$ cat src/rtl/popcount_pkg.sv
// Shared definitions for the sequential population counter.
//   state_t : FSM encoding (IDLE, RUN, DONE)
//   cw()    : bits needed to hold a count of 0..width without wrap
package popcount_pkg;

    typedef enum logic [1:0] {
        IDLE = 2'd0,
        RUN  = 2'd1,
        DONE = 2'd2
    } state_t;

    function automatic int cw(input int width);
        return $clog2(width + 1);
    endfunction

endpackage

$ cat src/rtl/popcount_chunk.sv
// Combinational ones count of an N-bit slice.
//   i_bits : slice to count
//   o_ones : number of set bits in i_bits, cw(N) bits wide
module popcount_chunk
    import popcount_pkg::*;
#(
    parameter  int N  = 4,
    localparam int OW = cw(N)
) (
    input  logic [N-1:0]  i_bits,
    output logic [OW-1:0] o_ones
);

    logic [OW-1:0] w_sum;

    // Ripple sum of individual bits; N is small so the chain stays short.
    always_comb begin
        w_sum = {OW{1'b0}};
        for (int i = 0; i < N; i++) begin
            w_sum = w_sum + OW'(i_bits[i]);
        end
    end

    assign o_ones = w_sum;

endmodule

$ cat src/rtl/popcount_seq.sv
// Multi-cycle ones/zeros counter. A WIDTH-bit word is captured on start and
// counted BITS_PER_CYCLE bits per clock; the result is presented with a
// one-cycle done pulse and held until the next result.
//   clk    : rising-edge clock
//   rst_n  : asynchronous active-low reset
//   start  : request, sampled in IDLE and DONE only
//   mode   : 0 = count ones, 1 = count zeros (captured with start)
//   din    : operand (captured with start)
//   busy   : high while counting (RUN state)
//   done   : one-cycle pulse when count is valid
//   count  : last result, held between done pulses
//   parity : count[0]
module popcount_seq
    import popcount_pkg::*;
#(
    parameter  int WIDTH          = 16,
    parameter  int BITS_PER_CYCLE = 4,
    localparam int CW             = cw(WIDTH)
) (
    input  logic             clk,
    input  logic             rst_n,
    input  logic             start,
    input  logic             mode,
    input  logic [WIDTH-1:0] din,
    output logic             busy,
    output logic             done,
    output logic [CW-1:0]    count,
    output logic             parity
);

    localparam int NCHUNK = WIDTH / BITS_PER_CYCLE;
    localparam int CNTW   = (NCHUNK > 1) ? $clog2(NCHUNK) : 1;
    localparam int OW     = cw(BITS_PER_CYCLE);
    localparam logic [CNTW-1:0] LAST_CHUNK = CNTW'(NCHUNK - 1);

    // Reject configurations that cannot be counted in whole chunks.
    generate
        if (WIDTH < 2 || (WIDTH % BITS_PER_CYCLE) != 0 || BITS_PER_CYCLE < 1) begin : g_bad_param
            $error("popcount_seq: WIDTH must be >= 2 and a multiple of BITS_PER_CYCLE");
        end
    endgenerate

    state_t           r_state;
    logic [WIDTH-1:0] r_shift;
    logic [CW-1:0]    r_acc;
    logic [CNTW-1:0]  r_chunk;
    logic [CW-1:0]    r_count;
    logic             r_busy;
    logic             r_done;

    logic [OW-1:0]    w_chunk;
    logic [CW-1:0]    w_sum;

    popcount_chunk #(
        .N (BITS_PER_CYCLE)
    ) u_chunk (
        .i_bits (r_shift[BITS_PER_CYCLE-1:0]),
        .o_ones (w_chunk)
    );

    // Running total including the chunk being processed this cycle.
    assign w_sum = r_acc + CW'(w_chunk);

    // FSM, datapath and registered status outputs.
    always_ff @(posedge clk or negedge rst_n) begin
        if (!rst_n) begin
            r_state <= IDLE;
            r_shift <= {WIDTH{1'b0}};
            r_acc   <= {CW{1'b0}};
            r_chunk <= {CNTW{1'b0}};
            r_count <= {CW{1'b0}};
            r_busy  <= 1'b0;
            r_done  <= 1'b0;
        end else begin
            r_done <= 1'b0;
            case (r_state)
                IDLE, DONE: begin
                    // DONE accepts a new request exactly like IDLE so
                    // back-to-back requests lose no cycle.
                    if (start) begin
                        r_shift <= mode ? ~din : din;
                        r_acc   <= {CW{1'b0}};
                        r_chunk <= {CNTW{1'b0}};
                        r_state <= RUN;
                        r_busy  <= 1'b1;
                    end else begin
                        r_state <= IDLE;
                        r_busy  <= 1'b0;
                    end
                end
                RUN: begin
                    r_acc   <= w_sum;
                    r_shift <= r_shift >> BITS_PER_CYCLE;
                    r_chunk <= r_chunk + CNTW'(1);
                    if (r_chunk == LAST_CHUNK) begin
                        r_count <= w_sum;
                        r_state <= DONE;
                        r_busy  <= 1'b0;
                        r_done  <= 1'b1;
                    end else begin
                        r_state <= RUN;
                        r_busy  <= 1'b1;
                    end
                end
                default: begin
                    r_state <= IDLE;
                    r_busy  <= 1'b0;
                end
            endcase
        end
    end

    assign busy   = r_busy;
    assign done   = r_done;
    assign count  = r_count;
    assign parity = r_count[0];

endmodule

$ cat config.mk
export PLATFORM = sky130hd
export DESIGN_NAME = popcount_seq
export DESIGN_NICKNAME = d
export VERILOG_FILES = /design/src/rtl/popcount_pkg.sv /design/src/rtl/popcount_chunk.sv /design/src/rtl/popcount_seq.sv
export SDC_FILE = /design/constraint.sdc
export NUM_CORES = 1
export LEC_CHECK = 0
export BUFFER_PORTS_ARGS = -buffer_cell sky130_fd_sc_hd__clkbuf_2
export CORE_UTILIZATION = 49
export DETAILED_ROUTE_END_ITERATION = 16
export GPL_TIMING_DRIVEN = 0
export PLACE_DENSITY = 0.71
export SYNTH_ARGS = -nofsm -noshare
export SYNTH_HDL_FRONTEND = slang
export SYNTH_SLANG_ARGS = --single-unit
export TNS_END_PERCENT = 5
$ cat constraint.sdc
create_clock -name clk -period 2.4 [get_ports clk]
set_input_delay 0.48 -clock clk [delete_from_list [all_inputs] [get_ports clk]]
set_output_delay 0.48 -clock clk [all_outputs]
set_load 0.01 [all_outputs]
==> flow_summary.yaml <==
logic_synthesis:
  ys_top_cells_by_area: "dfrtp_1 48%, xnor2_1 9.0%, a221o_1 7.7%"
  syn-mean-instance-area_um2: 11.86
  ys_types: 33
  synth_area_leader_cell: "dfrtp_1"
  synth-edff-count: 0
  synth_ff_type: "dfrtp_1"
  synth.most_common_cell: "dfrtp_1"
  syn_inst: 132
  synthArstFlopShare_pct: 100.0
  syn_nets: 160
  synth-seq-cells: 30
  netlist_area_um2: 1565
  yosysSeqAreaShare_pct: 47.96
  ys_warn_count: 0
  synthTopCellsByCount: "30 x dfrtp_1, 16 x xnor2_1, 12 x a221o_1, 12 x nor2_1"
  synth_top_area_share_pct: 47.96
placement:
  gp_congestion: 0.7212
  numPortBuffers: 26
  dp_hpwl_um: 2050
min_path:
  hp-class: "in -> async"
routing:
  drcViolationCount: 0
  wire_per_inst_um: 13.10
  drt-total-wl_um: 2764
  first_pass_iters: 4
  ant_nets: 0
  vias_per_cell: 5.204
  via_count: 1098
  drt_iter0_markers: 31
critical_path:
  path_max_fanout: 4
  r2r_slack_ns: 0.07
  reg2reg_from: "r_shift[0]$_DFFE_PN0P_"
  path_class: "reg -> reg"
  cp-end-kind: "flip-flop"
  crit_arrival_ns: 2.58
  cp.required_ns: 2.65
  r2r_cells: 9
  cp-start-kind: "flip-flop"
  regToRegEndpoint: "r_acc[3]$_DFFE_PN0P_"
sta:
  max_slew.worst_pin.slew_ns: 0.7298
  period_share_pct: 97.15
  fin_skew_ns: 0.01042
  rsz0062_at_grt: "yes"
  setup_violations: 0
  setup_tns_ns: 0
  drv_slew: 0
  slew_headroom_pct: 51.35
  finalWorstPathRequiredPeriod_ns: 2.332
  hold_viol_final: 0
  max_freq_mhz: 428.9
clock_tree:
  cts_num_sinks: 30
  clockRootBuffer: "clkbuf_4"
  cts_tree: "built"
  numCtsBuffers: 5
  ctsHoldBuffers: 0
  insertion_delay_ns: 0.33
  clk_pin_slew_ns: 0.09
  htreeDepth: 2
  cts.path.max_buffers: 2
floorplanning:
  fp.dieW_um: 58.52
  row_count: 20
  die_area_um2: 3425
  coreArea_um2: 3053
  die_y_um: 58.52
  start_util_pct: 51.27
  io_pins: 28
global_route:
  grt_first_pass_wirelength_um: 4802
  grt_pass1_vias: 1119
  grt_start_max_net_pins: 31
  track_usage_pct: 19.26
  antenna_found_initial: 0
  overflow: 0
job:
  drv_cap: 0
cells_and_area:
  layout-drive-gt1-share_pct: 34.13
  syn2layout_area_growth_pct: 18.39
  diodes: 0
  nets: 195
power:
  finalPower_mw: 2.552
  p_per_area_nw_per_um2: 1377
  ir_drop_mv: 0.5755
  p_leak_nw: 0.8846
status:
  status: "complete, no violations"
layout by cell type, fill, tap and decap left out, drive strengths merged:
master    n
clkbuf   31
dfrtp    30
xnor2    16
nor2     12
a221o    12
buf      11
inv       7
ha        6
o2bb2ai   5
a22o      4
o21ai     4
mux2      3
nand2     3
nand3     2
a21o      2
clkinv    2
nand2b    2
fa        2
nand3b    1
and2      1
nor2b     1
a32oi     1
and2b     1
and3      1
or3       1
a21oi     1
a22oi     1
xor2      1
nor3      1
o21a      1
o31ai     1
report_power, final:
group / internal (mW) / switching, mW / total (mW)
combinational: 0.737 / 0.647 / 1.38
clock: 0.105 / 0.169 / 0.274
sequential: 0.742 / 0.152 / 0.895
total: 1.58 / 0.968 / 2.55
kinds of logic (layout without fill, tap and decap cells):
logic type	count (synthesis)	count (layout)	share of synthesized area, %
simple gates	26	26	8.234
mux	3	3	2.158
fa+ha+maj	8	8	7.354
flops	30	30	47.96
compound gates	32	32	17.27
xor+xnor	17	17	9.512
buf+inv	16	51	7.514
worst max-delay path, stage by stage, from the launching register on:
cell,delay [ns]
dfrtp_1,0.39
ha_1,0.29
inv_2,0.04
fa_1,0.36
inv_2,0.07
ha_4,0.20
ha_1,0.27
and3_4,0.16
or3_1,0.34
a22oi_1,0.13
per-stage QoR:
| step | worst slack (ns) | hold WS, ns | util (%) | instance area [um2] | instances |
|---|---|---|---|---|---|
| global route | -0.03663 | 0.2417 | 60.70 | 1853 | 211 |
| detailed placement | -0.08021 | 0.4658 | 57.34 | 1750 | 202 |
| CTS | 0.002783 | 0.2163 | 59.55 | 1818 | 211 |
| floorplan | 0.07530 | 0.1844 | - | 1565 | 132 |
| global placement | -0.03384 | 0.4607 | 57.34 | 1750 | 202 |
| finish | 0.06847 | 0.1918 | 60.70 | 1853 | 211 |
cell type report:
cell class	instances	area (um2)
Clock buffer	5	37.54
Inverter	7	26.28
Fill cell	263	1200
Multi-Input combinational cell	86	737.0
Sequential cell	30	750.7
Buffer	9	91.34
Timing Repair Buffer	28	145.1
Tap cell	44	55.05
Clock inverter	2	10.01
worst max path at each step:
stage               slack, ns                   end                   start
finish                   0.07  r_acc[3]$_DFFE_PN0P_  r_shift[0]$_DFFE_PN0P_
global route            -0.04  count[4]$_DFFE_PN0P_  r_shift[0]$_DFFE_PN0P_
CTS                     0.003  count[4]$_DFFE_PN0P_  r_shift[0]$_DFFE_PN0P_
detailed placement      -0.08  count[4]$_DFFE_PN0P_  r_shift[1]$_DFFE_PN0P_
global placement        -0.03  count[4]$_DFFE_PN0P_  r_shift[0]$_DFFE_PN0P_
floorplan                0.08  count[4]$_DFFE_PN0P_  r_shift[0]$_DFFE_PN0P_
registers in the layout, summed over array words and instances (netlist names):
register,cells
r_shift,16
r_state,1
done,1
r_chunk,2
count,5
r_acc,5
layer usage:
metal  vias up  GRT usage [%]  share of wire (%)
met5         -              0                  0
met4         0          8.503                1.7
met3         6          6.154                5.2
met2        27          33.83                 49
met1       521          21.38                 44
li1        544              -                  -
timing repair:
action,in CTS,in global routing
pin swaps,2,4
resized for setup,2,9
endpoints found under the setup margin,4,5
buffers inserted,2,0
Power figures use the tool's default switching activity.
